**src/rtl/alu_sequencer_pkg.sv**
```systemverilog
// Shared definitions for the ALU sequencer and the ALU it drives.
// Contents:
//   opcode_t / opcode constants  - 3-bit ALU operation select values
//   state_t                      - sequencer FSM state encoding
//   field helpers                - extract rd / rs / opcode from an instruction
package alu_sequencer_pkg;

    typedef logic [2:0] opcode_t;

    localparam opcode_t ADD    = 3'b000;
    localparam opcode_t ASHL   = 3'b001;
    localparam opcode_t XNOR   = 3'b010;
    localparam opcode_t DIV2   = 3'b011;
    localparam opcode_t PASS4  = 3'b100;
    localparam opcode_t PASS5  = 3'b101;
    localparam opcode_t COMP2S = 3'b110;
    localparam opcode_t PASS7  = 3'b111;

    typedef enum logic [1:0] {
        IDLE   = 2'b00,
        DECODE = 2'b01,
        EXEC   = 2'b10,
        WB     = 2'b11
    } state_t;

    // Instruction layout: [7:5] opcode, [4] reserved, [3:2] rd, [1:0] rs.
    function automatic opcode_t instr_opcode(input logic [7:0] instr);
        return instr[7:5];
    endfunction

    function automatic logic [1:0] instr_rd(input logic [7:0] instr);
        return instr[3:2];
    endfunction

    function automatic logic [1:0] instr_rs(input logic [7:0] instr);
        return instr[1:0];
    endfunction

endpackage

```
**src/rtl/alu_sequencer_if.sv**
```systemverilog
// Instruction handshake plus the ALU operand/result bus.
// Signals:
//   instr_valid / instr / instr_ready - instruction offer from the environment
//   alu_op1 / alu_op2 / alu_sel       - operands and operation driven to the ALU
//   alu_out / alu_co                  - combinational ALU result and carry/flag
// Handshake: an instruction transfers on a rising clk edge where instr_valid
// and instr_ready are both 1. instr_ready does not depend on instr_valid; the
// offerer keeps instr stable while instr_valid is high and not yet accepted.
// Modports:
//   slave  - the sequencer side
//   master - the environment side (instruction source and the ALU)
interface alu_sequencer_if;
    import alu_sequencer_pkg::*;

    logic       instr_valid;
    logic [7:0] instr;
    logic       instr_ready;
    logic [7:0] alu_op1;
    logic [7:0] alu_op2;
    opcode_t    alu_sel;
    logic [7:0] alu_out;
    logic       alu_co;

    modport slave (
        input  instr_valid, instr, alu_out, alu_co,
        output instr_ready, alu_op1, alu_op2, alu_sel
    );

    modport master (
        output instr_valid, instr, alu_out, alu_co,
        input  instr_ready, alu_op1, alu_op2, alu_sel
    );

endinterface

```
**src/rtl/alu_regfile.sv**
```systemverilog
// 8-bit register file: one synchronous write port, three combinational reads.
// Ports:
//   clk, rst_n        - clock, asynchronous active-low reset (clears all regs)
//   we, waddr, wdata  - write port
//   raddr_a / rdata_a - read port A (first ALU operand)
//   raddr_b / rdata_b - read port B (second ALU operand)
//   raddr_c / rdata_c - read port C (observation)
module alu_regfile #(
    parameter int NREGS = 4
) (
    input  logic       clk,
    input  logic       rst_n,
    input  logic       we,
    input  logic [1:0] waddr,
    input  logic [7:0] wdata,
    input  logic [1:0] raddr_a,
    output logic [7:0] rdata_a,
    input  logic [1:0] raddr_b,
    output logic [7:0] rdata_b,
    input  logic [1:0] raddr_c,
    output logic [7:0] rdata_c
);

    logic [7:0] regs [NREGS];

    always_ff @(posedge clk or negedge rst_n) begin
        if (!rst_n) begin
            for (int i = 0; i < NREGS; i++) begin
                regs[i] <= 8'h00;
            end
        end else if (we) begin
            regs[waddr] <= wdata;
        end
    end

    assign rdata_a = regs[raddr_a];
    assign rdata_b = regs[raddr_b];
    assign rdata_c = regs[raddr_c];

endmodule

```
**src/rtl/alu_sequencer.sv**
```systemverilog
// Four-state instruction sequencer around an external combinational ALU.
// An accepted instruction walks IDLE -> DECODE -> EXEC -> WB -> IDLE:
// DECODE latches operands and select, EXEC latches the ALU result and flag,
// WB writes the result back, updates carry and pulses done.
// Ports:
//   clk, rst_n                - clock, asynchronous active-low reset
//   bus (slave)               - instruction handshake and ALU bus
//   ld_en, ld_addr, ld_data   - direct register load, honoured only in IDLE
//   rd_addr, rd_data          - combinational register observation
//   carry                     - registered carry flag
//   done                      - one-cycle pulse in the WB cycle
//   fsm_state                 - current FSM state, for observation
module alu_sequencer
    import alu_sequencer_pkg::*;
#(
    parameter int NREGS = 4
) (
    input  logic            clk,
    input  logic            rst_n,
    alu_sequencer_if.slave  bus,
    input  logic            ld_en,
    input  logic [1:0]      ld_addr,
    input  logic [7:0]      ld_data,
    input  logic [1:0]      rd_addr,
    output logic [7:0]      rd_data,
    output logic            carry,
    output logic            done,
    output state_t          fsm_state
);

    state_t     state;
    state_t     state_nxt;
    logic [7:0] ir;
    logic [7:0] op1_q;
    logic [7:0] op2_q;
    opcode_t    sel_q;
    logic [7:0] result_q;
    logic       flag_q;
    logic       carry_q;
    logic       ready;
    logic       accept;
    logic       we;
    logic [1:0] waddr;
    logic [7:0] wdata;
    logic [7:0] rdata_a;
    logic [7:0] rdata_b;
    logic       unused_reserved;

    // The reserved instruction bit is captured but has no effect.
    assign unused_reserved = ir[4];

    alu_regfile #(.NREGS(NREGS)) u_regfile (
        .clk     (clk),
        .rst_n   (rst_n),
        .we      (we),
        .waddr   (waddr),
        .wdata   (wdata),
        .raddr_a (instr_rd(ir)),
        .rdata_a (rdata_a),
        .raddr_b (instr_rs(ir)),
        .rdata_b (rdata_b),
        .raddr_c (rd_addr),
        .rdata_c (rd_data)
    );

    always_ff @(posedge clk or negedge rst_n) begin
        if (!rst_n) begin
            state    <= IDLE;
            ir       <= 8'h00;
            op1_q    <= 8'h00;
            op2_q    <= 8'h00;
            sel_q    <= ADD;
            result_q <= 8'h00;
            flag_q   <= 1'b0;
            carry_q  <= 1'b0;
        end else begin
            state <= state_nxt;
            if (accept) begin
                ir <= bus.instr;
            end
            // Operands and select stay put until the next DECODE so the
            // ALU sees stable inputs for the whole EXEC cycle.
            if (state == DECODE) begin
                sel_q <= instr_opcode(ir);
                op1_q <= rdata_a;
                op2_q <= rdata_b;
            end
            if (state == EXEC) begin
                result_q <= bus.alu_out;
                flag_q   <= bus.alu_co;
            end
            if (state == WB) begin
                carry_q <= flag_q;
            end
        end
    end

    // Next state, handshake and the shared write port. Loads and writeback
    // live in different states, so the write port never has two sources.
    always_comb begin
        state_nxt = state;
        ready     = 1'b0;
        accept    = 1'b0;
        we        = 1'b0;
        waddr     = ld_addr;
        wdata     = ld_data;
        done      = 1'b0;
        case (state)
            IDLE: begin
                // A load request blocks acceptance: the load wins.
                ready  = !ld_en;
                accept = bus.instr_valid && !ld_en;
                we     = ld_en;
                if (accept) begin
                    state_nxt = DECODE;
                end
            end
            DECODE: state_nxt = EXEC;
            EXEC:   state_nxt = WB;
            WB: begin
                we        = 1'b1;
                waddr     = instr_rd(ir);
                wdata     = result_q;
                done      = 1'b1;
                state_nxt = IDLE;
            end
            default: state_nxt = IDLE;
        endcase
    end

    assign bus.instr_ready = ready;
    assign bus.alu_op1     = op1_q;
    assign bus.alu_op2     = op2_q;
    assign bus.alu_sel     = sel_q;
    assign carry           = carry_q;
    assign fsm_state       = state;

endmodule

```
**src/flat_wrapper.sv**
```systemverilog
// flat-port wrapper written by rule: the top's interface ports become plain ports
module alu_sequencer_flat import alu_sequencer_pkg::*;
#(
    parameter int NREGS = 4
)
  (clk, rst_n, ld_en, ld_addr, ld_data, rd_addr, rd_data, carry, done, fsm_state, bus_instr_valid, bus_instr, bus_alu_out, bus_alu_co, bus_instr_ready, bus_alu_op1, bus_alu_op2, bus_alu_sel);
  alu_sequencer_if bus_i ();
  input  logic clk;
  input  logic rst_n;
  input  logic ld_en;
  input  logic [1:0] ld_addr;
  input  logic [7:0] ld_data;
  input  logic [1:0] rd_addr;
  output logic [7:0] rd_data;
  output logic carry;
  output logic done;
  output state_t fsm_state;
  input wire logic [$bits(bus_i.instr_valid)-1:0] bus_instr_valid;
  input wire logic [$bits(bus_i.instr)-1:0] bus_instr;
  input wire logic [$bits(bus_i.alu_out)-1:0] bus_alu_out;
  input wire logic [$bits(bus_i.alu_co)-1:0] bus_alu_co;
  output wire logic [$bits(bus_i.instr_ready)-1:0] bus_instr_ready;
  output wire logic [$bits(bus_i.alu_op1)-1:0] bus_alu_op1;
  output wire logic [$bits(bus_i.alu_op2)-1:0] bus_alu_op2;
  output wire logic [$bits(bus_i.alu_sel)-1:0] bus_alu_sel;
  assign bus_i.instr_valid = bus_instr_valid;
  assign bus_i.instr = bus_instr;
  assign bus_i.alu_out = bus_alu_out;
  assign bus_i.alu_co = bus_alu_co;
  assign bus_instr_ready = bus_i.instr_ready;
  assign bus_alu_op1 = bus_i.alu_op1;
  assign bus_alu_op2 = bus_i.alu_op2;
  assign bus_alu_sel = bus_i.alu_sel;
  alu_sequencer #(.NREGS(NREGS)) u_core (.clk(clk), .rst_n(rst_n), .bus(bus_i), .ld_en(ld_en), .ld_addr(ld_addr), .ld_data(ld_data), .rd_addr(rd_addr), .rd_data(rd_data), .carry(carry), .done(done), .fsm_state(fsm_state));
endmodule
```
**config.mk**
```make
export PLATFORM = sky130hd
export DESIGN_NAME = alu_sequencer_flat
export DESIGN_NICKNAME = d
export VERILOG_FILES = /design/src/rtl/alu_sequencer_pkg.sv /design/src/rtl/alu_sequencer_if.sv /design/src/rtl/alu_regfile.sv /design/src/rtl/alu_sequencer.sv /design/src/flat_wrapper.sv
export SDC_FILE = /design/constraint.sdc
export NUM_CORES = 1
export LEC_CHECK = 0
export CAP_MARGIN = 20
export CORE_UTILIZATION = 49
export CTS_BUF_LIST = sky130_fd_sc_hd__clkbuf_4 sky130_fd_sc_hd__clkbuf_8
export CTS_CLUSTER_DIAMETER = 40
export CTS_CLUSTER_SIZE = 8
export DETAILED_ROUTE_END_ITERATION = 16
export GPL_TIMING_DRIVEN = 0
export MAX_ROUTING_LAYER = met4
export PLACE_DENSITY = 0.85
export SYNTH_ARGS = -nofsm -noshare
export SYNTH_HDL_FRONTEND = slang
export SYNTH_SLANG_ARGS = --single-unit
```
**constraint.sdc**
```tcl
create_clock -name clk -period 2 [get_ports clk]
set_input_delay 0.2 -clock clk [delete_from_list [all_inputs] [get_ports clk]]
set_output_delay 0.2 -clock clk [all_outputs]
set_load 0.03 [all_outputs]
```
==> results of run 1 <==
## registers in the layout, summed over array words and instances (netlist names)
| name | flops |
|---|---|
| u_core.u_regfile.regs | 32 |
| u_core.bus.alu_op1 | 8 |
| u_core.bus.alu_op2 | 8 |
| u_core.result_q | 8 |
| u_core.ir | 7 |
| u_core.bus.alu_sel | 3 |
| u_core.fsm_state | 2 |
| u_core.carry | 1 |
| u_core.flag_q | 1 |
## worst max-delay path by stage
stage                           endpoint  slack (ns)  cells after the start
2_1_floorplan  u_core.u_regfile.regs[10]       0.008                      5
3_3_place_gp         u_core.fsm_state[1]       -1.86                      1
3_5_place_dp   u_core.u_regfile.regs[11]       -0.23                      5
4_1_cts                  bus_instr_ready        0.01                      4
5_1_grt        u_core.u_regfile.regs[30]        0.01                      6
6_report       u_core.u_regfile.regs[18]        0.07                      5
## metal layers
| metal | vias to the layer above | global-route usage |
|---|---|---|
| li1 | 940 | - |
| met1 | 1067 | 0.268 |
| met2 | 58 | 0.332 |
| met3 | 18 | 0.0410 |
| met4 | 0 | 0.106 |
| met5 | - | - |
## power groups by stage
stage / logic, µW / clock network [µW] / registers, µW
global placement: 4140 / 0 / 2650
floorplan: 2650 / 0 / 2990
global route: 4580 / 1060 / 2780
CTS: 4270 / 995 / 2670
finish: 4300 / 973 / 2670
detailed placement: 4220 / 0 / 2700
## metrics by stage
step | hold WS [ns] | std cells | instance area, µm² | total power (µW) | TNS, ns
2_1_floorplan | -0.0956 | 206 | 3500 | 5650 | 0
3_3_place_gp | 0.483 | 363 | 4230 | 6790 | -116.68
3_5_place_dp | 0.373 | 363 | 4230 | 6920 | -6.78
4_1_cts | 0.00955 | 382 | 4480 | 7940 | 0
5_1_grt | 0.0488 | 384 | 4510 | 8420 | 0
6_report | -0.0244 | 384 | 4510 | 7950 | 0
## critical path, delay by kind of cell, from the launching register on
| kind | cells | cell delay (ns) |
|---|---|---|
| mux | 2 | 0.74 |
| compound gates | 1 | 0.24 |
| flops | 1 | 0.44 |
| fa+ha+maj | 1 | 0.20 |
| buf+inv | 1 | 0.20 |
## Yosys cell counts
library cell	n
mux2_2	77
nor2b_1	1
dfrtp_1	70
mux2_1	1
clkbuf_1	3
nand2_1	1
ha_1	6
nand2_2	1
a211oi_4	4
buf_6	1
mux4_2	24
nand4bb_1	1
mux2i_1	2
nor2_1	1
buf_1	2
o21ai_0	1
inv_1	3
buf_4	1
nand2b_1	1
buf_2	4
nand4b_4	1
## layout make-up
type | count | area share
well taps | 96 | 0.0267
multi-input cells | 122 | 0.379
clock inverters | 2 | 0.00222
clock buffers | 12 | 0.0339
plain buffers | 10 | 0.0122
flip-flops and latches | 70 | 0.389
inverters | 3 | 0.00250
repair buffers | 69 | 0.154
## cell families (layout without fill, tap and decap cells)
group / count (synthesis) / after routing / share of synthesized area
muxes: 104 / 104 / 0.413
DFF: 70 / 70 / 0.503
buffers and inverters: 14 / 96 / 0.0198
and+or+nand+nor: 7 / 7 / 0.0176
adders and majority gates: 6 / 6 / 0.0216
AOI/OAI and AO/OA: 5 / 5 / 0.0244
## what timing repair did
action | in CTS | in global routing
setup endpoints to repair | 51 | 18
buffers inserted | 6 | 2
pin swaps | 4 | 1
resized for setup | 13 | 3
cloned | 0 | 0
==> impl_metrics.py, run 1 <==
metrics = {
    "outcome": {
        "status": "complete, but fails checks",
        "violations": "hold timing",
    },
    "synthesis": {
        "synth.avg_cell_area_um2": 16.9,
        "yosysTopAreaCell": "dfrtp_1",
        "yosysTopAreaCellShare": 0.503,
        "synth_cell_types": 21,
        "seq_area_frac_synth": 0.503,
        "synthCells": 206,
        "netlist_area_um2": 3480,
        "ys_ff_latch": 70,
        "syn_nets": 245,
        "yosysWarnings": 0,
        "yosys-top-cells-area": "dfrtp_1 50%, mux2_2 25%, mux4_2 16%, a211oi_4 2.3%, ha_1 2.2%",
    },
    "setup_path": {
        "crit_slowest_cell": "dfrtp_2",
        "cp-end-kind": "register",
        "critPathKind": "reg -> reg",
        "slowest_delay_ns": 0.44,
        "r2r-start": "u_core.fsm_state[1]",
        "r2r_end": "u_core.u_regfile.regs[18]",
        "worstPathRequired_ns": 2.22,
        "cpMostUsedCell": "mux2_2",
        "reg2reg_depth": 5,
        "critPathLaunchType": "register",
        "worstPathArrival_ns": 2.15,
        "path_cells": "ha_4 -> mux2_2 -> a211oi_4 -> buf_4 -> mux2_2",
        "startpoint": "u_core.fsm_state[1]",
        "r2r_setup_slack_ns": 0.07,
        "crit_fanout": 6,
    },
    "power_and_ir_drop": {
        "p_per_area_nw_per_um2": 1760,
        "intPower_uw": 5000,
        "p_sw_uw": 2940,
        "seq_power_share": 0.337,
        "p_leak_uw": 0.00183,
        "ir_worst_vdd_mv": 0.695,
        "swShare": 0.370,
        "comb_power_share": 0.541,
        "clock_power_share": 0.122,
    },
    "floorplan": {
        "die_w_um": 86.3,
        "initial_core_util": 0.510,
        "die_height_um": 86.3,
        "fp.dieArea_um2": 7450,
        "rows": 30,
        "io-pin-count": 65,
        "coreArea_um2": 6830,
    },
    "drt": {
        "met1_length_um": 2900,
        "route.detailed.drc": 0,
        "drt.antenna.violating_nets": 0,
        "wl_met2_um": 3520,
        "routed.top_layer": "met4",
        "vias_per_cell": 5.42,
        "via_count": 2083,
        "drt_iter0_drc": 95,
        "first_pass_iters": 4,
        "wl_met3_um": 262,
        "drt-wirelength-per-cell_um": 17.8,
        "wirelength_um": 6850,
    },
    "cells_and_area": {
        "seqCellArea_um2": 1750,
        "multi_input_area_um2": 1710,
        "final_core_util": 0.660,
        "final_common_cell": "mux2_2",
        "final_nets": 324,
        "syn_to_final_growth_pct": 29.4,
        "fillCellCount": 488,
        "layout-drive-gt1-share": 0.507,
        "diodes": 0,
        "layout_common_cells": "77 x mux2_2, 68 x dfrtp_1, 51 x clkdlybuf4s50_1, 24 x mux4_2, 10 x clkbuf_8",
    },
    "clock_tree": {
        "cts_buffers": 9,
        "cts_max_path_buffers": 2,
        "tritoncts": "yes",
        "cts.clk_slew.worst_paths_ns": 0.07,
        "clock_latency_ns": 0.33,
        "ctsHoldBuffers": 0,
        "cts-root-buf": "clkbuf_8",
        "ctsHtreeMaxLevel": 3,
        "cts.sink_count": 70,
    },
    "global_routing": {
        "grt_max_degree": 71,
        "grtUsageTotal": 0.212,
        "antenna_found_initial": 0,
        "grt_overflow": 0,
        "grt_pass1_wl_um": 11200,
        "grt_pass1_vias": 2171,
    },
    "place": {
        "place_ws_ns": -0.228,
        "gp_congestion": 0.730,
        "port_buffers": 61,
        "dp_hpwl_um": 4680,
    },
    "sta": {
        "skew_ns": 0.00467,
        "finalCritPeriodShare": 0.963,
        "timing.slew.headroom": 0.424,
        "hold_ws_ns": -0.0244,
        "max_freq_mhz": 519,
        "slew_viol_final": 0,
        "rsz0062_at_grt": "no",
        "fin_ws_ns": 0.0732,
        "hold_viol": 23,
        "finalSetupViolations": 0,
        "min_period_ns": 1.93,
        "worst_slew_pin_slew_ns": 0.865,
    },
    "worst_hold_path": {
        "min_path_type": "in -> async",
    },
    "job": {
        "maxCapViolCount": 0,
    },
}
(Power assumes the default switching activity.)
==> inputs of run 2 (changes only) <==
--- a/config.mk
+++ b/config.mk
@@ -6,14 +6,14 @@
 export NUM_CORES = 1
 export LEC_CHECK = 0
 export CAP_MARGIN = 20
-export CORE_UTILIZATION = 49
-export CTS_BUF_LIST = sky130_fd_sc_hd__clkbuf_4 sky130_fd_sc_hd__clkbuf_8
+export CORE_UTILIZATION = 47
 export CTS_CLUSTER_DIAMETER = 40
 export CTS_CLUSTER_SIZE = 8
 export DETAILED_ROUTE_END_ITERATION = 16
 export GPL_TIMING_DRIVEN = 0
 export MAX_ROUTING_LAYER = met4
-export PLACE_DENSITY = 0.85
+export PLACE_DENSITY = 0.82
 export SYNTH_ARGS = -nofsm -noshare
 export SYNTH_HDL_FRONTEND = slang
+export SYNTH_HIERARCHICAL = 1
 export SYNTH_SLANG_ARGS = --single-unit
==> impl_metrics.py, run 2 <==
metrics = {
    "global_routing": {
        "grt_overflow": 0,
        "grt_pass1_vias": 2095,
        "antenna_found_initial": 0,
        "grt_pass1_wl_um": 10800,
        "grt_max_degree": 71,
        "grtUsageTotal": 0.203,
    },
    "synthesis": {
        "yosysWarnings": 6,
        "netlist_area_um2": 3420,
        "yosys-top-cells-area": "dfrtp_1 51%, mux2_2 26%, mux4_2 16%, ha_1 2.2%, buf_2 0.88%",
        "synth_cell_types": 17,
        "synthCells": 203,
        "yosysTopAreaCell": "dfrtp_1",
        "yosysMostFrequentCell": "mux2_2",
        "seq_area_frac_synth": 0.512,
        "synthFlopType": "dfrtp_1",
        "yosysTopAreaCellShare": 0.512,
        "synthTopCellsByCount": "79 x mux2_2, 70 x dfrtp_1, 24 x mux4_2",
        "async_reset_ff_frac": 1.00,
        "synth-edff-count": 0,
        "ys_ff_latch": 70,
        "synth.avg_cell_area_um2": 16.8,
        "syn_nets": 242,
    },
    "cells_and_area": {
        "fillCellCount": 533,
        "final_common_cell": "mux2_2",
        "seqCellArea_um2": 1750,
        "layout-drive-gt1-share": 0.496,
        "layout_common_cells": "78 x mux2_2, 68 x dfrtp_1, 51 x clkdlybuf4s50_1, 24 x mux4_2",
        "final_nets": 318,
        "top_register": "u_core/u_regfile/regs",
        "largest_reg_flops": 32,
        "final_core_util": 0.645,
        "fin_area_um2": 4450,
        "multi_input_area_um2": 1630,
        "syn_to_final_growth_pct": 30.2,
        "diodes": 0,
        "final_cells": 380,
    },
    "job": {
        "maxCapViolCount": 0,
    },
    "place": {
        "post_dp_cell_area_um2": 4180,
        "gp_congestion": 0.736,
        "dp_cells": 360,
        "place_ws_ns": -0.140,
        "dp_hpwl_um": 4480,
        "port_buffers": 61,
    },
    "setup_path": {
        "crit_slowest_cell": "dfrtp_2",
        "crit_fanout": 10,
        "worst-path-buf-inv": 2,
        "crit_family": "multiplexers",
        "critPathLaunchType": "register",
        "r2r-start": "u_core/fsm_state[0]",
        "slowest_delay_ns": 0.46,
        "worstPathRequired_ns": 2.23,
        "worstPathArrival_ns": 2.20,
        "path_cells": "ha_4 -> buf_6 -> mux2_4 -> nor3b_4 -> buf_12 -> mux2_2",
        "reg2reg_depth": 6,
        "cp-end-kind": "register",
        "critPathKind": "reg -> reg",
        "r2r_end": "u_core/u_regfile/regs[27]",
        "r2r_setup_slack_ns": 0.03,
    },
    "floorplan": {
        "initial_core_util": 0.495,
        "fp.dieArea_um2": 7620,
        "die_w_um": 87.3,
        "coreArea_um2": 6910,
        "rows": 30,
        "die_height_um": 87.3,
        "io-pin-count": 65,
    },
    "sta": {
        "finalSetupViolations": 0,
        "slew_viol_final": 0,
        "finalCritPeriodShare": 0.985,
        "timing.slew.headroom": 0.422,
        "hold_viol": 66,
        "hold_ws_ns": -0.0175,
        "fin_ws_ns": 0.0296,
        "max_freq_mhz": 507,
        "skew_ns": 0.00754,
        "min_period_ns": 1.97,
        "worst_slew_pin_slew_ns": 0.867,
        "rsz0062_at_grt": "yes",
    },
    "clock_tree": {
        "ctsHoldBuffers": 0,
        "cts.clk_slew.worst_paths_ns": 0.08,
        "cts.sink_count": 70,
        "cts-root-buf": "clkbuf_8",
        "clock_latency_ns": 0.34,
        "tritoncts": "yes",
        "ctsHtreeMaxLevel": 3,
        "cts_max_path_buffers": 2,
        "cts_buffers": 9,
    },
    "drt": {
        "drt-wirelength-per-cell_um": 17.6,
        "drt.antenna.violating_nets": 0,
        "via_count": 2055,
        "drt_iter0_drc": 93,
        "vias_per_cell": 5.41,
        "first_pass_iters": 4,
        "route.detailed.drc": 0,
        "wirelength_um": 6690,
    },
    "power_and_ir_drop": {
        "ir_worst_vdd_mv": 0.808,
        "intPower_uw": 5260,
        "seq_power_share": 0.327,
        "p_sw_uw": 2890,
        "swShare": 0.355,
        "p_per_area_nw_per_um2": 1830,
        "clock_power_share": 0.168,
        "power_uw": 8160,
        "p_leak_uw": 0.00186,
        "comb_power_share": 0.504,
    },
    "outcome": {
        "violations": "hold timing",
        "status": "complete, but fails checks",
    },
    "worst_hold_path": {
        "min_path_type": "in -> async",
    },
}
run 2: worst reg2reg max path, delay by kind of cell (launching register included):
| family | cells | cell delay (ns) |
|---|---|---|
| mux | 2 | 0.68 |
| flops | 1 | 0.46 |
| buf+inv | 2 | 0.30 |
| simple gates | 1 | 0.22 |
| fa+ha+maj | 1 | 0.18 |
run 2: worst max path at each step:
stage | slack (ns) | to | depth (start not counted) | start
floorplan | -0.05 | u_core/u_regfile/regs[24] | 5 | u_core/fsm_state[1]
global placement | -1.81 | u_core/fsm_state[1] | 1 | rst_n
detailed placement | -0.14 | u_core/u_regfile/regs[31] | 5 | u_core/fsm_state[0]
CTS | 0.01 | u_core/u_regfile/regs[31] | 6 | u_core/fsm_state[0]
global route | -0.01 | u_core/u_regfile/regs[27] | 6 | u_core/fsm_state[0]
finish | 0.03 | u_core/u_regfile/regs[27] | 6 | u_core/fsm_state[0]
run 2: power by group through the flow:
stage               sequential, µW  combinational (µW)  clock, µW
CTS                           2670                4080       1390
floorplan                     2990                2560          0
detailed placement            2690                4100          0
global route                  2770                4380       1450
finish                        2670                4110       1370
global placement              2640                4030          0
run 2: stage by stage:
stage	hold slack (ns)	TNS [ns]
floorplan	-0.0956	-0.374
global placement	0.482	-109.98
detailed placement	0.375	-1.06
CTS	0.000100	0
global route	0.0474	-0.0576
finish	-0.0175	0
run 2: layout make-up:
| type | instances | share of cell area |
|---|---|---|
| clock inverter | 6 | 0.0247 |
| buffer | 10 | 0.0132 |
| tap | 96 | 0.0270 |
| clock buffer | 10 | 0.0287 |
| sequential | 70 | 0.394 |
| inverter | 3 | 0.00253 |
| timing repair buffer | 65 | 0.144 |
| multi-input combinational | 120 | 0.366 |
run 2: cell families (layout without fill, tap and decap cells):
| group | count (synthesis) | after routing | synth area share |
|---|---|---|---|
| multiplexers | 104 | 104 | 0.421 |
| buffers and inverters | 13 | 94 | 0.0187 |
| AND/OR/NAND/NOR | 8 | 8 | 0.0231 |
| flip-flops | 70 | 70 | 0.512 |
| adder cells (fa/ha/maj) | 6 | 6 | 0.0220 |
| AO/OA/AOI/OAI | 2 | 2 | 0.00292 |
run 2: layer usage:
metal / global-route usage / vias to the layer above / wire length [µm]
met5: - / - / 0
met4: 0.110 / 0 / 242
met3: 0.0408 / 23 / 238
met2: 0.320 / 54 / 3350
met1: 0.245 / 1052 / 2860
li1: - / 926 / -
run 2: timing repair:
action,4_1_cts,5_1_grt
pin swaps,0,1
endpoints found under the setup margin,17,16
resized for setup,9,2
cloned,0,0
buffers inserted,1,3
==> inputs of run 3 (changes only) <==
--- a/config.mk
+++ b/config.mk
@@ -11,7 +11,6 @@
 export CTS_CLUSTER_SIZE = 8
 export DETAILED_ROUTE_END_ITERATION = 16
 export GPL_TIMING_DRIVEN = 0
-export MAX_ROUTING_LAYER = met4
 export PLACE_DENSITY = 0.82
 export SYNTH_ARGS = -nofsm -noshare
 export SYNTH_HDL_FRONTEND = slang
==> impl_metrics.py, run 3 (synthesis results as in run 2) <==
metrics = {
    "cells_and_area": {
        "top_register": "u_core/u_regfile/regs",
        "largest_reg_flops": 32,
        "fin_area_um2": 4460,
        "layout_common_cells": "78 x mux2_2, 68 x dfrtp_1, 51 x clkdlybuf4s50_1, 24 x mux4_2",
        "layout-drive-gt1-share": 0.498,
        "diodes": 0,
        "syn_to_final_growth_pct": 30.4,
        "final_core_util": 0.646,
        "final_nets": 319,
        "final_common_cell": "mux2_2",
    },
    "power_and_ir_drop": {
        "p_per_area_nw_per_um2": 1830,
        "power_uw": 8160,
        "ir_worst_vdd_mv": 0.811,
        "p_leak_uw": 0.00187,
    },
    "setup_path": {
        "path_cells": "ha_4 -> buf_6 -> mux2_4 -> nor3b_4 -> buf_12 -> mux2_2",
        "slowest_delay_ns": 0.46,
        "crit_slowest_cell": "dfrtp_2",
        "cp-end-kind": "register",
        "r2r-start": "u_core/fsm_state[0]",
        "critPathKind": "reg -> reg",
        "critPathLaunchType": "register",
        "worstPathArrival_ns": 2.19,
        "startpoint": "u_core/fsm_state[0]",
        "worstPathRequired_ns": 2.22,
        "crit_fanout": 10,
        "reg2reg_depth": 6,
    },
    "floorplan": {
        "io-pin-count": 65,
        "die_w_um": 87.3,
        "die_height_um": 87.3,
        "fp.dieArea_um2": 7620,
        "initial_core_util": 0.495,
        "coreArea_um2": 6910,
        "rows": 30,
    },
    "drt": {
        "vias_per_cell": 5.37,
        "drt-wirelength-per-cell_um": 17.5,
        "route.detailed.drc": 0,
        "first_pass_iters": 4,
        "drt.antenna.violating_nets": 0,
        "drt_iter0_drc": 84,
        "wirelength_um": 6680,
        "via_count": 2045,
    },
    "worst_hold_path": {
        "min_path_type": "in -> async",
    },
    "clock_tree": {
        "clock_latency_ns": 0.34,
        "cts.clk_slew.worst_paths_ns": 0.08,
        "tritoncts": "yes",
        "cts-root-buf": "clkbuf_8",
        "cts.sink_count": 70,
        "cts_max_path_buffers": 2,
        "ctsHtreeMaxLevel": 3,
        "cts_buffers": 9,
    },
    "outcome": {
        "status": "complete, but fails checks",
        "violations": "hold timing",
    },
    "sta": {
        "finalSetupViolations": 0,
        "hold_ws_ns": -0.0309,
        "max_freq_mhz": 509,
        "slew_viol_final": 0,
        "timing.slew.headroom": 0.408,
        "skew_ns": 0.00685,
        "hold_viol": 20,
        "fin_ws_ns": 0.0355,
        "min_period_ns": 1.96,
        "worst_slew_pin_slew_ns": 0.888,
        "finalCritPeriodShare": 0.982,
    },
    "place": {
        "dp_hpwl_um": 4480,
        "gp_congestion": 0.727,
        "place_ws_ns": -0.140,
        "post_dp_cell_area_um2": 4180,
        "port_buffers": 61,
    },
    "global_routing": {
        "grt_pass1_wl_um": 10800,
        "antenna_found_initial": 0,
        "grt_overflow": 0,
        "grt_pass1_vias": 2089,
        "grtUsageTotal": 0.197,
        "grt_max_degree": 71,
    },
    "job": {
        "maxCapViolCount": 0,
    },
}
## run 3: layer usage
metal	up-vias	routed length, µm	global-route usage	part of all wire
met5	-	0	0	0
met4	0	229	0.110	0.034
met3	19	234	0.0408	0.035
met2	55	3360	0.320	0.50
met1	1043	2850	0.246	0.43
li1	928	-	-	-
## run 3: worst max-delay path, delay by kind of cell (launching register included)
kind | cells | cell delay, ns
multiplexers | 2 | 0.68
flip-flops | 1 | 0.46
AND/OR/NAND/NOR | 1 | 0.22
adder cells (fa/ha/maj) | 1 | 0.18
buffers and inverters | 2 | 0.30
## run 3: per-stage QoR
step | hold slack, ns | setup TNS [ns] | std cells
floorplan | -0.0956 | -0.374 | 203
global placement | 0.482 | -109.98 | 360
detailed placement | 0.375 | -1.06 | 360
CTS | 0.000100 | 0 | 377
global route | 0.0479 | -0.00661 | 381
finish | -0.0309 | 0 | 381
## run 3: final cells by class
type                    count  area (µm²)
flip-flops and latches     70        1750
fillers                   531        2450
well taps                  96         120
inverters                   3        11.3
clock inverters             6         110
repair buffers             66         647
multi-input cells         120        1630
plain buffers              10        58.8
clock buffers              10         128
## run 3: path summary, 6_finish.rpt
path / to / slack, ns
worst max register to register: u_core/u_regfile/regs[27] / 0.04
worst min register to register: u_core/bus.alu_op2[5] / 0.51
worst min-delay path: u_core/result_q[3] / -0.03
min in group clk: u_core/result_q[3] / 0.47
worst max-delay path: u_core/u_regfile/regs[27] / 0.04
max in group asynchronous: u_core/fsm_state[0] / 1.39
## run 3: report_power, final
part	switching, µW	internal [µW]
logic	1840	2290
clock network	540	827
registers	511	2150
total	2890	5270
## run 3: timing repair
item	CTS	global route
gates cloned	0	0
buffers inserted	1	4
pin swaps	0	1
hold buffers	0	0
endpoints found under the setup margin	17	16
resized for setup	9	2
